`src/rtl/alu_rx_sequencer_pkg.sv`:
```
// Shared definitions for the ALU byte-stream sequencer.
//   seq_state_t    : sequencer FSM states
//   OP_*           : ALU opcode constants (low NB_OP bits of the opcode byte)
//   FLG_*_BIT      : bit positions inside the returned flag byte
//   is_busy_state  : states in which an incoming byte cannot be accepted
package alu_rx_sequencer_pkg;

  typedef enum logic [3:0] {
    ST_WAIT_A,
    ST_WAIT_B,
    ST_WAIT_OP,
    ST_EXEC,
    ST_CAPTURE,
    ST_TX_RES,
    ST_WAIT_RES,
    ST_TX_FLG,
    ST_WAIT_FLG
  } seq_state_t;

  localparam logic [5:0] OP_ADD = 6'h20;
  localparam logic [5:0] OP_SUB = 6'h22;
  localparam logic [5:0] OP_AND = 6'h24;
  localparam logic [5:0] OP_OR  = 6'h25;
  localparam logic [5:0] OP_XOR = 6'h26;
  localparam logic [5:0] OP_NOR = 6'h27;
  localparam logic [5:0] OP_SRA = 6'h03;
  localparam logic [5:0] OP_SRL = 6'h02;

  localparam int FLG_ZERO_BIT = 0;
  localparam int FLG_OVF_BIT  = 1;

  function automatic logic is_busy_state(input seq_state_t s);
    return s inside {ST_EXEC, ST_CAPTURE, ST_TX_RES, ST_WAIT_RES, ST_TX_FLG, ST_WAIT_FLG};
  endfunction

endpackage

```
`src/rtl/alu_rx_sequencer_seq_timeout.sv`:
```
// Inter-byte timeout counter for the sequencer.
//   i_clk, i_rst : clock, asynchronous active-low reset
//   i_clr        : synchronous clear to zero (has priority over i_en)
//   i_en         : count one cycle
//   o_expire     : combinational, high while enabled and the count sits at TIMEOUT_CYC-1
module alu_rx_sequencer_seq_timeout #(
  parameter int NB_TIMEOUT  = 24,
  parameter int TIMEOUT_CYC = 10_000_000
) (
  input  logic i_clk,
  input  logic i_rst,
  input  logic i_clr,
  input  logic i_en,
  output logic o_expire
);

  localparam logic [NB_TIMEOUT-1:0] LAST = NB_TIMEOUT'(TIMEOUT_CYC - 1);

  logic [NB_TIMEOUT-1:0] count;

  // Stops at LAST so a stalled enable can never wrap back through zero.
  always_ff @(posedge i_clk or negedge i_rst) begin
    if (!i_rst) begin
      count <= '0;
    end else if (i_clr) begin
      count <= '0;
    end else if (i_en && !o_expire) begin
      count <= count + 1'b1;
    end
  end

  assign o_expire = i_en && (count == LAST);

endmodule

```
`src/rtl/alu_rx_sequencer.sv`:
```
// Byte-stream front end for the registered ALU datapath.
// Collects A, B and OP bytes from the UART receiver, drives them onto the shared
// bus with one-cycle load strobes, captures the ALU result and flags, then sends
// the result byte followed by the flag byte to the UART transmitter.
//   i_clk, i_rst           : clock, asynchronous active-low reset
//   i_rx_data, i_rx_valid  : received byte and its one-cycle valid pulse
//   o_data                 : registered bus to the ALU top
//   o_en_A/o_en_B/o_en_OP  : one-cycle load strobes for the ALU registers
//   i_result, i_zero, i_overflow : ALU outputs
//   o_tx_data, o_tx_start  : byte to transmit and its one-cycle start pulse
//   i_tx_done              : transmitter finished the current byte
//   o_rx_overrun           : a byte arrived while busy and was discarded
module alu_rx_sequencer #(
  parameter int NB_DATA     = 8,
  parameter int NB_OP       = 6,
  parameter int NB_TIMEOUT  = 24,
  parameter int TIMEOUT_CYC = 10_000_000
) (
  input  logic               i_clk,
  input  logic               i_rst,
  input  logic [NB_DATA-1:0] i_rx_data,
  input  logic               i_rx_valid,
  output logic [NB_DATA-1:0] o_data,
  output logic               o_en_A,
  output logic               o_en_B,
  output logic               o_en_OP,
  input  logic [NB_DATA-1:0] i_result,
  input  logic               i_zero,
  input  logic               i_overflow,
  output logic [NB_DATA-1:0] o_tx_data,
  output logic               o_tx_start,
  input  logic               i_tx_done,
  output logic               o_rx_overrun
);

  import alu_rx_sequencer_pkg::*;

  // The ALU slices the opcode out of the same bus byte.
  if (NB_OP > NB_DATA) begin : g_op_width_check
    $error("NB_OP must not exceed NB_DATA");
  end

  seq_state_t state;
  logic       zero_q;
  logic       ovf_q;
  logic       in_byte_wait;
  logic       to_clr;
  logic       to_expire;

  function automatic logic [NB_DATA-1:0] flag_byte(input logic zero, input logic ovf);
    logic [NB_DATA-1:0] fb;
    fb               = '0;
    fb[FLG_ZERO_BIT] = zero;
    fb[FLG_OVF_BIT]  = ovf;
    return fb;
  endfunction

  // Timeout only guards the gaps after A and after B; an accepted byte restarts it.
  assign in_byte_wait = (state == ST_WAIT_B) || (state == ST_WAIT_OP);
  assign to_clr       = !in_byte_wait || i_rx_valid;

  alu_rx_sequencer_seq_timeout #(
    .NB_TIMEOUT  (NB_TIMEOUT),
    .TIMEOUT_CYC (TIMEOUT_CYC)
  ) u_timeout (
    .i_clk    (i_clk),
    .i_rst    (i_rst),
    .i_clr    (to_clr),
    .i_en     (in_byte_wait),
    .o_expire (to_expire)
  );

  // Outputs are registered for the state being entered, so each strobe
  // lines up with the cycle its state occupies.
  always_ff @(posedge i_clk or negedge i_rst) begin
    if (!i_rst) begin
      state        <= ST_WAIT_A;
      o_data       <= '0;
      o_en_A       <= 1'b0;
      o_en_B       <= 1'b0;
      o_en_OP      <= 1'b0;
      o_tx_data    <= '0;
      o_tx_start   <= 1'b0;
      o_rx_overrun <= 1'b0;
      zero_q       <= 1'b0;
      ovf_q        <= 1'b0;
    end else begin
      o_en_A       <= 1'b0;
      o_en_B       <= 1'b0;
      o_en_OP      <= 1'b0;
      o_tx_start   <= 1'b0;
      o_rx_overrun <= is_busy_state(state) && i_rx_valid;

      case (state)
        ST_WAIT_A: begin
          if (i_rx_valid) begin
            o_data <= i_rx_data;
            o_en_A <= 1'b1;
            state  <= ST_WAIT_B;
          end
        end
        ST_WAIT_B: begin
          if (i_rx_valid) begin
            o_data <= i_rx_data;
            o_en_B <= 1'b1;
            state  <= ST_WAIT_OP;
          end else if (to_expire) begin
            state <= ST_WAIT_A;
          end
        end
        ST_WAIT_OP: begin
          // The opcode strobe is the one that is high throughout EXEC.
          if (i_rx_valid) begin
            o_data  <= i_rx_data;
            o_en_OP <= 1'b1;
            state   <= ST_EXEC;
          end else if (to_expire) begin
            state <= ST_WAIT_A;
          end
        end
        ST_EXEC: begin
          state <= ST_CAPTURE;
        end
        ST_CAPTURE: begin
          // All three ALU registers were loaded at the edge closing EXEC.
          zero_q     <= i_zero;
          ovf_q      <= i_overflow;
          o_tx_data  <= i_result;
          o_tx_start <= 1'b1;
          state      <= ST_TX_RES;
        end
        ST_TX_RES: begin
          state <= ST_WAIT_RES;
        end
        ST_WAIT_RES: begin
          if (i_tx_done) begin
            o_tx_data  <= flag_byte(zero_q, ovf_q);
            o_tx_start <= 1'b1;
            state      <= ST_TX_FLG;
          end
        end
        ST_TX_FLG: begin
          state <= ST_WAIT_FLG;
        end
        ST_WAIT_FLG: begin
          if (i_tx_done) begin
            state <= ST_WAIT_A;
          end
        end
        default: begin
          state <= ST_WAIT_A;
        end
      endcase
    end
  end

endmodule

```
`config.mk`:
```
export PLATFORM = sky130hd
export DESIGN_NAME = alu_rx_sequencer
export DESIGN_NICKNAME = d
export VERILOG_FILES = /design/src/rtl/alu_rx_sequencer_pkg.sv /design/src/rtl/alu_rx_sequencer_seq_timeout.sv /design/src/rtl/alu_rx_sequencer.sv
export SDC_FILE = /design/constraint.sdc
export NUM_CORES = 1
export LEC_CHECK = 0
export ABC_AREA = 1
export BUFFER_PORTS_ARGS = -buffer_cell sky130_fd_sc_hd__buf_4
export CAP_MARGIN = 20
export CORE_MARGIN = 1.5
export CORE_UTILIZATION = 25
export CTS_BUF_LIST = sky130_fd_sc_hd__clkbuf_8
export DETAILED_ROUTE_END_ITERATION = 8
export GPL_TIMING_DRIVEN = 0
export PLACE_DENSITY = 0.39
export SYNTH_ARGS = -nofsm -noshare
export SYNTH_HDL_FRONTEND = slang
export SYNTH_HIERARCHICAL = 1
export SYNTH_SLANG_ARGS = --single-unit
```
`constraint.sdc`:
```
create_clock -name i_clk -period 1.9 [get_ports i_clk]
set_input_delay 0.57 -clock i_clk [delete_from_list [all_inputs] [get_ports i_clk]]
set_output_delay 0.57 -clock i_clk [all_outputs]
set_load 0.005 [all_outputs]
```
# --- After elaboration in Yosys (flattened, before gate mapping) ---
# Cells that the tools add are included.
word_totals:
  reg_bits: 51
  out_inout_bits: 21
  word_cells: 56
classes:
  n_addsub: 1
  eq_ne: 12
  n_mux: 17
  n_reduce_logical: 15
op_table:
  columns: ["operator", "n"]
  rows:
  - ["24-bit 2-to-1 mux", 2]
  - ["4-bit one-hot mux with 9 select lines", 1]
  - ["24-bit by 1-bit adder with 24-bit output (second input constant)", 1]
  - ["24-bit == test (second input constant)", 1]
  - ["4-bit 2-to-1 mux", 6]
  - ["4-bit by 3-bit == test with 1-bit output (second input constant)", 4]
  - ["8-bit one-hot mux with 2 select lines", 1]
  - ["4-bit by 2-bit == test with 1-bit output (second input constant)", 2]
  - ["8-bit 2-to-1 mux", 1]
  - ["2-bit inequality test (second input constant)", 3]
  - ["6-bit nonzero test", 1]
  - ["1-bit 2-to-1 mux", 5]
  - ["4-bit by 1-bit == test with 1-bit output (second input constant)", 1]
  - ["4-bit == test (second input constant)", 1]
  - ["4-bit logical NOT", 1]
  - ["2-bit AND reduction", 2]
  - ["2-bit nonzero test", 2]
  - ["1-bit logical AND", 3]
  - ["3-bit AND reduction", 1]
  - ["3-bit OR reduction", 1]
  - ["1-bit logical NOT", 2]
  - ["1-bit logical OR", 2]
  - ["1-bit one-hot mux with 2 select lines", 1]

# --- Logic depth before layout (Yosys ltp) ---
# Gate-level depths: netlist of the first run.
depth:
  depth_word: 7
  ltp_mapped: 14

# --- Cells and area by module ---
# Netlist of the first run, hierarchy kept.
by_module_without_submodules:
  columns: ["module", "instances", "cells_each", "area_per_inst_um2", "seq_area_each_um2"]
  rows:
  - ["alu_rx_sequencer_seq_timeout", 1, 287, 1819.2, 600.6]
  - ["alu_rx_sequencer", 1, 138, 1277.5, 675.6]

# --- Worst setup path after synthesis of the first run ---
# No wires, ideal clock.
synth_path:
  path_kind: "register -> register"
  start: "register state[3]"
  end: "register state[0]"
  setup_time_ns: 0.113
  t_arrival_ns: 1.629
  required_time_ns: 1.787
  path_slack_ns: 0.158
  path_stages_with_launch: 14
  n_path_buf: 1
  path_cell_list: "dfrtp_1 -> nor2_2 -> nand3_1 -> inv_1 -> buf_2 -> inv_1 -> nor4_1 -> inv_1 -> nand2_1 -> nor2_1 -> nand2_1 -> nand4_1 -> nand2_1 -> inv_1"
synth_between:
  elab_chain_cells: 6
synth_rtl:
  columns: ["element", "line_no", "rtl"]
  rows:
  - ["from (decl)", "alu_rx_sequencer.sv:43", "seq_state_t state;"]
  - ["from (signal assigned)", "alu_rx_sequencer.sv:77", "state <= ST_WAIT_A;"]
  - ["from (signal assigned)", "alu_rx_sequencer.sv:99", "state <= ST_WAIT_B;"]
  - ["from (signal assigned)", "alu_rx_sequencer.sv:106", "state <= ST_WAIT_OP;"]
  - ["4-bit by 1-bit == test with 1-bit output / 4-bit by 2-bit == test with 1-bit output (equally long branches)", "alu_rx_sequencer.sv:59", "assign in_byte_wait = (state == ST_WAIT_B) || (state == ST_WAIT_OP);"]
  - ["1-bit logical OR *", "alu_rx_sequencer.sv:59", null]
  - ["named net in_byte_wait", "alu_rx_sequencer.sv:46", "logic in_byte_wait;"]
  - ["1-bit logical AND *", "alu_rx_sequencer_seq_timeout.sv:32", "assign o_expire = i_en && (count == LAST);"]
  - ["named net to_expire", "alu_rx_sequencer.sv:48", "logic to_expire;"]
  - ["4-bit 2-to-1 mux *", null, null]
  - ["4-bit 2-to-1 mux, on equally long branches", null, null]
  - ["4-bit one-hot mux with 9 select lines *", "alu_rx_sequencer.sv:94", "case (state)"]
# Mark *: on every way through the listed nets, which the timed path passes. The rest lies on a longest branch.
# A chain may end at the register's enable or synchronous reset.

# --- Final worst setup path of the first run ---
layout_path:
  start: "register u_timeout.count[1]"
  end: "register state[0]"
layout_between:
  elab_chain_cells: 5
layout_rtl:
  columns: ["element", "line_no", "rtl"]
  rows:
  - ["from (decl)", "alu_rx_sequencer_seq_timeout.sv:19", "logic [NB_TIMEOUT-1:0] count;"]
  - ["from (signal assigned)", "alu_rx_sequencer_seq_timeout.sv:28", "count <= count + 1'b1;"]
  - ["24-bit == test *", "alu_rx_sequencer_seq_timeout.sv:32", null]
  - ["1-bit logical AND *", "alu_rx_sequencer_seq_timeout.sv:32", null]
  - ["named net to_expire", "alu_rx_sequencer.sv:48", null]
  - ["4-bit 2-to-1 mux *", null, null]
  - ["4-bit 2-to-1 mux, on equally long branches", null, null]
  - ["4-bit one-hot mux with 9 select lines *", null, null]
# Marks and branches as above.

==> results of run 1 <==
-- per-layer routing --
metal  global-route usage [%]  wire length, µm
met2                    22.57             4067
met5                        0                0
met3                    3.176              313
met4                    5.583              127
met1                    18.81             4156
-- cells by family after synthesis --
| kind of cell | Yosys count |
|---|---|
| and+or+nand+nor | 276 |
| buffers and inverters | 63 |
| DFF | 51 |
| AOI/OAI and AO/OA | 31 |
| xor gates and xnor gates | 3 |
| adders and majority gates | 1 |
-- synthesized netlist by cell type, types with 2 or more instances --
| master | number |
|---|---|
| clkbuf_1 | 2 |
| nand4_1 | 15 |
| buf_2 | 2 |
| nor2_1 | 60 |
| o21ai_2 | 14 |
| inv_1 | 47 |
| a21oi_2 | 2 |
| a21oi_1 | 4 |
| xor2_1 | 2 |
| o21bai_1 | 3 |
| inv_2 | 6 |
| buf_6 | 4 |
| nand2_4 | 5 |
| nor4_1 | 2 |
| nand3_4 | 2 |
| o21ai_1 | 3 |
| nor3_1 | 4 |
| nor2_2 | 6 |
| nand2_2 | 8 |
| nand2_1 | 130 |
| dfrtp_1 | 51 |
| o21ai_0 | 4 |
| nand3_1 | 38 |
-- final timing paths --
path,to,start,slack [ps],cells after the start
min in group i_clk,state[3]$_DFFE_PN0P_,i_tx_done,430,2
max reg2reg,state[0]$_DFFE_PN0P_,u_timeout/count[1]$_DFFE_PN0P_,50,14
min reg2reg,o_data[6]$_DFFE_PN0P_,o_data[6]$_DFFE_PN0P_,500,2
max in group asynchronous,state[3]$_DFFE_PN0P_,i_rst,1130,1
max,state[0]$_DFFE_PN0P_,u_timeout/count[1]$_DFFE_PN0P_,50,14
min,u_timeout/count[17]$_DFFE_PN0P_,i_rst,250,1
-- where the power goes --
group          internal [mW]  switching [mW]
combinational          0.786            1.08
clock                  0.266           0.447
sequential              1.36           0.193
total                   2.41            1.72
-- through the flow --
step / total power [mW] / util [%] / hold slack, ps / cell area (µm²)
2_1_floorplan: 2.655 / - / 274.4 / 3097
3_3_place_gp: 3.350 / 30.03 / 468.0 / 3622
3_5_place_dp: 3.354 / 30.03 / 474.7 / 3622
4_1_cts: 4.138 / 30.99 / 301.8 / 3737
5_1_grt: 4.476 / 31.56 / 310.6 / 3806
6_report: 4.132 / 31.56 / 248.2 / 3806
-- flip-flops by register name (all words and copies together) (netlist names) --
signal           flops
o_data               8
o_en_A               1
o_en_B               1
o_en_OP              1
o_rx_overrun         1
o_tx_data            8
o_tx_start           1
ovf_q                1
state                4
u_timeout/count     24
zero_q               1
-- worst register-to-register path: stages, from the launching register on --
cell and delay [ps]:
dfrtp_1 390, ha_2 200, nand2_2 80, inv_2 90, nand2_2 60, nor2_4 130
nand2_1 70, nor4_2 280, inv_1 100, nand2_1 70, nor2_1 40, nand2_1 60
nand4_1 80, nand2_1 70, inv_1 40
-- area by class of cell --
type / count / share of cell area (%)
Buffer: 9 / 2.268
Timing Repair Buffer: 46 / 9.073
Sequential cell: 51 / 33.69
Clock buffer: 5 / 1.808
Clock inverter: 3 / 0.5917
Inverter: 54 / 5.457
Multi-Input combinational cell: 311 / 41.58
Tap cell: 168 / 5.523
-- timing repair --
| action | 4_1_cts | 5_1_grt |
|---|---|---|
| resized for setup | 8 | 14 |
| endpoints found under the setup margin | 18 | 17 |
| setup buffers | 0 | 4 |
| pin swaps | 0 | 5 |
==> results.toml, run 1 <==
[outcome]
status = "complete, no violations"

[sta]
slew-limit-headroom_pct = 54.06
finClkSkew_ps = 11.52
hold_viol_final = 0
finalCritPeriodShare_pct = 97.25
maxSlewViolCount = 0
setup_viol = 0
tightest_slew_ps = 689.1
rsz0062_at_grt = "true"
finalSetupTns_ps = 0
fmax_mhz = 541.2
worst_slack_ps = 52.30
finalCriticalPeriod_ps = 1848

[setup_path]
path_cells = "ha_2 > nand2_2 > inv_2 > nand2_2 > nor2_4 > nand2_1 > nor4_2 > inv_1 > nand2_1 > nor2_1 > nand2_1 > nand4_1 > nand2_1 > inv_1"
criticalPathCategory = "reg -> reg"
crit_slowest_cell = "dfrtp_1"
critPathBufInv = 3
cp_common_cell = "nand2_1"
cp.required_ps = 2140
arrival_ps = 2090
end_kind = "register"
worstPathMaxFanout = 3
cpPeakStageDelay_ps = 390
critPathLaunchType = "register"
worst_path_dominant_cell_family = "simple AND/OR/NAND/NOR gates"

[drt]
drtAntennaViolNets = 0
vias = 2849
drcViolationCount = 0
drt_iter0_markers = 187
wirelength_um = 8665
vias_per_cell = 4.403
detail_route.wl_per_cell_um = 13.39
drt-pass1-iter-count = 5

[floorplanning]
initial_core_util_pct = 25.67
dieHeight_um = 114.3
rows = 40
pin_count = 43
die_area_um2 = 13060
core_area_um2 = 12060
die_x_um = 114.3

[synth]
ys_warn_count = 6
syn_inst = 425
ys_ff_latch = 51
syn_area_per_cell_um2 = 7.286
async_flop_share_pct = 100.0
synthXorXnorAreaFrac_pct = 0.8485
yosys.area_share.simple_pct = 41.05
synth_top_family_by_area = "simple AND/OR/NAND/NOR gates"
yosys.area.top_type_share_pct = 41.21
yosysUniqueCellTypes = 34
syn_area_um2 = 3097
syn_nets = 448
synth_area_leaders = "dfrtp_1, nand2_1, nor2_1, nand3_1, inv_1"
synthAdderAreaFrac_pct = 0.4040
synth_edf_count = 0
synth_mux_area_share_pct = 0
synth_seq_area_share_pct = 41.21
synth_area_leader_cell = "dfrtp_1"
synth_compound_area_share_pct = 7.273
synth_ff_type = "dfrtp_1"

[clocking]
clkSinkCount = 51
root_buffer = "clkbuf_8"
ctsLongestPathBuffers = 2
path_clk_slew_ps = 110
hold_buffers = 0
cts_tree = "done"
h-tree-depth = 2
numCtsBuffers = 5
clk_latency_ps = 340

[finish]
diodes = 0
drive_above_1_share_pct = 25.47
syn_to_final_growth_pct = 22.91
final_common_cell = "nand2_1"
regArea_um2 = 1282
final_nets = 501
nFillCells = 1358
final_cell_mix = "nand2_1, nor2_1, inv_1, buf_4, dfrtp_1"
instances_no_fill = 647
multi_input_area_um2 = 1583

[global_routing]
grt_pass1_vias = 2837
grt.total_usage_pct = 14.21
grt_start_max_net_pins = 52
antenna_found_initial = 0
grt_pass1_wl_um = 14210
overflow = 0

[job]
maxCapViolCount = 0

[placed_design]
dp_cells = 635
hpwlAfterDp_um = 6282
io_buffers = 42
pre_cts_ws_ps = -127.5
globalplace.congestion = 0.8047

[pwr]
max-vdd-ir-drop_v = 0.0005835
p_per_area_nw_per_um2 = 1086
leakage_nw = 1.815

[min_path]
hold_path_class = "in -> async"
Power figures use the tool's default switching activity.
==> run 2, diff against run 1 <==
- CTS_BUF_LIST: sky130_fd_sc_hd__clkbuf_8 -> default
==> results.toml, run 2 (synthesis gave the netlist of run 1 again) <==
[pwr]
leakage_nw = 1.831
p_per_area_nw_per_um2 = 1140
max-vdd-ir-drop_v = 0.0005851

[placed_design]
pre_cts_ws_ps = -127.5
hpwlAfterDp_um = 6282
io_buffers = 42
globalplace.congestion = 0.8047

[clocking]
root_buffer = "clkbuf_16"
numCtsBuffers = 5
clkSinkCount = 51
hold_buffers = 0
clk_latency_ps = 310
path_clk_slew_ps = 80
cts_tree = "done"
ctsLongestPathBuffers = 2
h-tree-depth = 2

[setup_path]
end_kind = "register"
cp.required_ps = 2100
criticalPathCategory = "reg -> reg"
arrival_ps = 1970
critPathLaunchType = "register"
worstPathMaxFanout = 8

[finish]
largest_reg_flops = 24
final_common_cell = "nand2_1"
final_cell_mix = "nand2_1, nor2_1, dfrtp_1"
syn_to_final_growth_pct = 23.76
nFillCells = 1354
drive_above_1_share_pct = 24.74
finish.utilization_pct = 31.77
multi_input_area_um2 = 1569
top_regs = "u_timeout/count (24), o_data (8), o_tx_data (8)"
diodes = 0
regArea_um2 = 1282
final_nets = 499
largest_register = "u_timeout/count"

[outcome]
status = "complete, no violations"

[drt]
vias = 2821
wirelength_um = 8640
drt_iter0_markers = 175
drcViolationCount = 0
drtAntennaViolNets = 0
detail_route.wl_per_cell_um = 13.40
vias_per_cell = 4.374
drt-pass1-iter-count = 4

[sta]
finalCriticalPeriod_ps = 1769
maxSlewViolCount = 0
finClkSkew_ps = 8.409
hold_viol_final = 0
worst_slack_ps = 130.8
slew-limit-headroom_pct = 54.07
finalSetupTns_ps = 0
finalCritPeriodShare_pct = 93.11
fmax_mhz = 565.2
tightest_slew_ps = 689.0
setup_viol = 0

[global_routing]
grt_pass1_vias = 2804
use_met2_pct = 22.29
grt.total_usage_pct = 14.15
antenna_found_initial = 0
grt_start_max_net_pins = 52
grtUsageMet1_pct = 18.85
grt_pass1_wl_um = 14110
grt_util_met3_pct = 3.176
grt-busiest-layer = "met2"
overflow = 0

[floorplanning]
initial_core_util_pct = 25.67
rows = 40
dieHeight_um = 114.3
die_x_um = 114.3
pin_count = 43
core_area_um2 = 12060
die_area_um2 = 13060

[min_path]
hold_path_class = "in -> async"

[job]
maxCapViolCount = 0
## run 2: cell types whose count changed in the layout (fill, tap and decap cells not counted), moves of 2 or more
| cell | before | now |
|---|---|---|
| inv_1 | 46 | 44 |
| clkbuf_16 | 0 | 5 |
| clkbuf_8 | 5 | 0 |
| inv_2 | 7 | 9 |
| nand2_1 | 128 | 130 |
| buf_4 | 46 | 44 |
| nand2_2 | 9 | 7 |
## run 2: worst paths after layout
path,startpoint,end,slack [ps],cells after the start
setup / recovery,state[3]$_DFFE_PN0P_,state[0]$_DFFE_PN0P_,130,13
hold / removal,i_rst,u_timeout/count[17]$_DFFE_PN0P_,290,1
setup reg to reg,state[3]$_DFFE_PN0P_,state[0]$_DFFE_PN0P_,130,13
hold reg to reg,o_data[6]$_DFFE_PN0P_,o_data[6]$_DFFE_PN0P_,490,2
max in group asynchronous,i_rst,state[3]$_DFFE_PN0P_,1090,1
min in group i_clk,i_tx_done,state[3]$_DFFE_PN0P_,470,2
## run 2: layer usage
metal | vias to the layer above | wire, µm
met5 | - | 0
met2 | 54 | 4067
li1 | 1445 | -
met4 | 0 | 119
met1 | 1315 | 4065
met3 | 7 | 389
## run 2: worst max-delay path, stage by stage, from the launching register on
cell,delay [ps]
dfrtp_2,470
nor2_4,140
nand3_2,90
inv_2,70
buf_6,140
inv_2,50
nor4_2,260
inv_1,100
nand2_1,70
nor2_1,40
nand2_1,60
nand4_1,80
nand2_1,70
inv_1,40
## run 2: metrics by stage
step / power (mW) / instances / hold WS (ps) / cell area (µm²)
final: 4.370 / 645 / 293.8 / 3832
after global routing: 4.718 / 645 / 360.2 / 3832
after CTS: 4.391 / 643 / 349.1 / 3789
after detailed placement: 3.354 / 635 / 474.7 / 3622
after global placement: 3.350 / 635 / 468.0 / 3622
after floorplan: 2.655 / 425 / 274.4 / 3097
## run 2: layout make-up
| type | count | area share [%] |
|---|---|---|
| clock buffers | 5 | 3.265 |
| well taps | 168 | 5.485 |
| repair buffers | 44 | 8.619 |
| inverters | 54 | 5.420 |
| flip-flops and latches | 51 | 33.46 |
| plain buffers | 9 | 2.220 |
| clock inverters | 3 | 0.5877 |
| multi-input cells | 311 | 40.94 |
## run 2: power breakdown
part           switching, mW  internal [mW]  leakage [nW]
combinational           1.09          0.777          1.09
clock                  0.459          0.495        0.0742
sequential             0.192           1.36         0.667
total                   1.74           2.63          1.83
## run 2: repair_timing
| action | CTS | global route |
|---|---|---|
| endpoints found under the setup margin | 18 | 19 |
| pin swaps | 0 | 3 |
| resized for setup | 7 | 11 |
| setup buffers | 0 | 2 |
==> run 3, diff against run 2 <==
- CORE_UTILIZATION: 25 -> 50
- PLACE_DENSITY: 0.39 -> 0.72
- clock period: 1.9 -> 1.6 ns (I/O delays scaled with it)
==> results.toml, run 3 (synthesis gave the netlist of run 1 again) <==
[floorplanning]
initial_core_util_pct = 52.00
core_area_um2 = 5956
die_area_um2 = 6675
die_x_um = 81.70
dieHeight_um = 81.70
pin_count = 43
rows = 28

[min_path]
hold_path_class = "in -> async"

[finish]
final_cell_mix = "nand2_1, buf_4, nor2_1"
diodes = 0
final_common_cell = "nand2_1"
instances_no_fill = 571
drive_above_1_share_pct = 29.64
final_nets = 518
nFillCells = 521
largest_register = "u_timeout/count"
largest_reg_flops = 24
syn_to_final_growth_pct = 27.68
top_regs = "u_timeout/count (24), o_data (8), o_tx_data (8)"
finish.utilization_pct = 66.39

[drt]
drtAntennaViolNets = 0
vias_per_cell = 5.299
drt-pass1-iter-count = 5
vias = 3026
detail_route.wl_per_cell_um = 13.94
wirelength_um = 7961
drcViolationCount = 0
drt_iter0_markers = 274

[sta]
maxSlewViolCount = 0
slew-limit-headroom_pct = 56.02
worst_slack_ps = -193.4
finClkSkew_ps = 12.16
rsz0062_at_grt = "true"
finalCriticalPeriod_ps = 1793
hold_viol_final = 0
fin_hold_ws_ps = 199.3
finalCritPeriodShare_pct = 112.1
setup_viol = 25
fmax_mhz = 557.6
tightest_slew_ps = 659.7

[global_routing]
grt_start_max_net_pins = 52
grt.total_usage_pct = 24.04
grt_pass1_vias = 2698
grt_pass1_wl_um = 12270
antenna_found_initial = 0
overflow = 0

[setup_path]
worst-r2r-cell-count = 12
r2r_slack_ps = -190
criticalPathCategory = "reg -> reg"
critPathLaunchType = "register"
end_kind = "register"
cp.required_ps = 1810
worstReg2RegStart = "u_timeout/count[7]$_DFFE_PN0P_"
arrival_ps = 2000
reg2reg_to = "state[0]$_DFFE_PN0P_"
worstPathMaxFanout = 5

[clocking]
root_buffer = "clkbuf_8"
path_clk_slew_ps = 100
hold_buffers = 0
clk_latency_ps = 310
cts_tree = "done"
h-tree-depth = 2
ctsLongestPathBuffers = 2
numCtsBuffers = 5
clkSinkCount = 51

[pwr]
leakage_nw = 1.941
p_per_area_nw_per_um2 = 1408
max-vdd-ir-drop_v = 0.0009425

[placed_design]
globalplace.congestion = 0.9199
pre_cts_ws_ps = -269.8
io_buffers = 42
dp_cells = 542
hpwlAfterDp_um = 5332

[outcome]
status = "finished, violations left"
violations = "negative setup slack"

[job]
maxCapViolCount = 0
==> run 3: stage by stage <==
| stage | power [mW] | cell area, µm² | setup TNS, ps |
|---|---|---|---|
| after floorplan | 3.176 | 3108 | 0 |
| after detailed placement | 3.936 | 3517 | -5746 |
| after global routing | 5.901 | 3954 | -3628 |
| after global placement | 3.896 | 3517 | -5802 |
| final | 5.569 | 3954 | -1596 |
| after CTS | 5.256 | 3820 | -272.4 |
==> run 3: worst max path at each step <==
stage / slack (ps) / endpoint / start / cells past startpoint
floorplan: 10 / state[0]$_DFFE_PN0P_ / u_timeout/count[1]$_DFFE_PN0P_ / 14
global placement: -280 / u_timeout/count[13]$_DFFE_PN0P_ / state[0]$_DFFE_PN0P_ / 9
detailed placement: -270 / u_timeout/count[22]$_DFFE_PN0P_ / state[0]$_DFFE_PN0P_ / 9
CTS: -100 / state[0]$_DFFE_PN0P_ / u_timeout/count[1]$_DFFE_PN0P_ / 14
global route: -290 / state[0]$_DFFE_PN0P_ / u_timeout/count[7]$_DFFE_PN0P_ / 12
finish: -190 / state[0]$_DFFE_PN0P_ / u_timeout/count[7]$_DFFE_PN0P_ / 12
==> run 3: per-layer routing <==
metal | track usage (%) | share of wire (%) | up-vias
li1 | - | - | 1479
met1 | 32.17 | 44 | 1416
met2 | 38.93 | 48 | 106
met3 | 5.000 | 5.7 | 25
met4 | 7.797 | 2.8 | 0
met5 | 0 | 0 | -
==> run 3: what timing repair did <==
action,in CTS,in global routing
endpoints found under the setup margin,26,26
setup buffers,14,4
resized for setup,23,16
gates cloned,0,3
pin swaps,13,0
==> run 3: area by class of cell <==
class                      count  area [µm²]  share of cell area (%)
timing repair buffer          63       528.0                   13.35
clock buffer                   6       82.58                   2.089
inverter                      54       215.2                   5.443
multi-input combinational    311        1610                   40.73
clock inverter                 2       35.03                  0.8861
tap                           75       93.84                   2.373
sequential                    51        1282                   32.44
buffer                         9       106.4                   2.690
==> run 3: critical path: stages, from the launching register on <==
cell and delay (ps):
dfrtp_1 440, inv_1 140, nand2_1 90, nor2_2 140, nand3_1 140, nor4_2 300, inv_1 100, nand2_1 70
nor2_1 40, nand2_1 60, nand4_1 70, nand2_1 70, inv_1 40
==> run 3: power breakdown <==
part | switching [mW] | leakage [nW] | internal [mW] | total [mW]
Clock | 0.439 | 0.0612 | 0.507 | 0.946
Sequential | 0.210 | 0.667 | 1.61 | 1.82
Combinational | 1.47 | 1.21 | 1.34 | 2.80
Total | 2.12 | 1.94 | 3.45 | 5.57
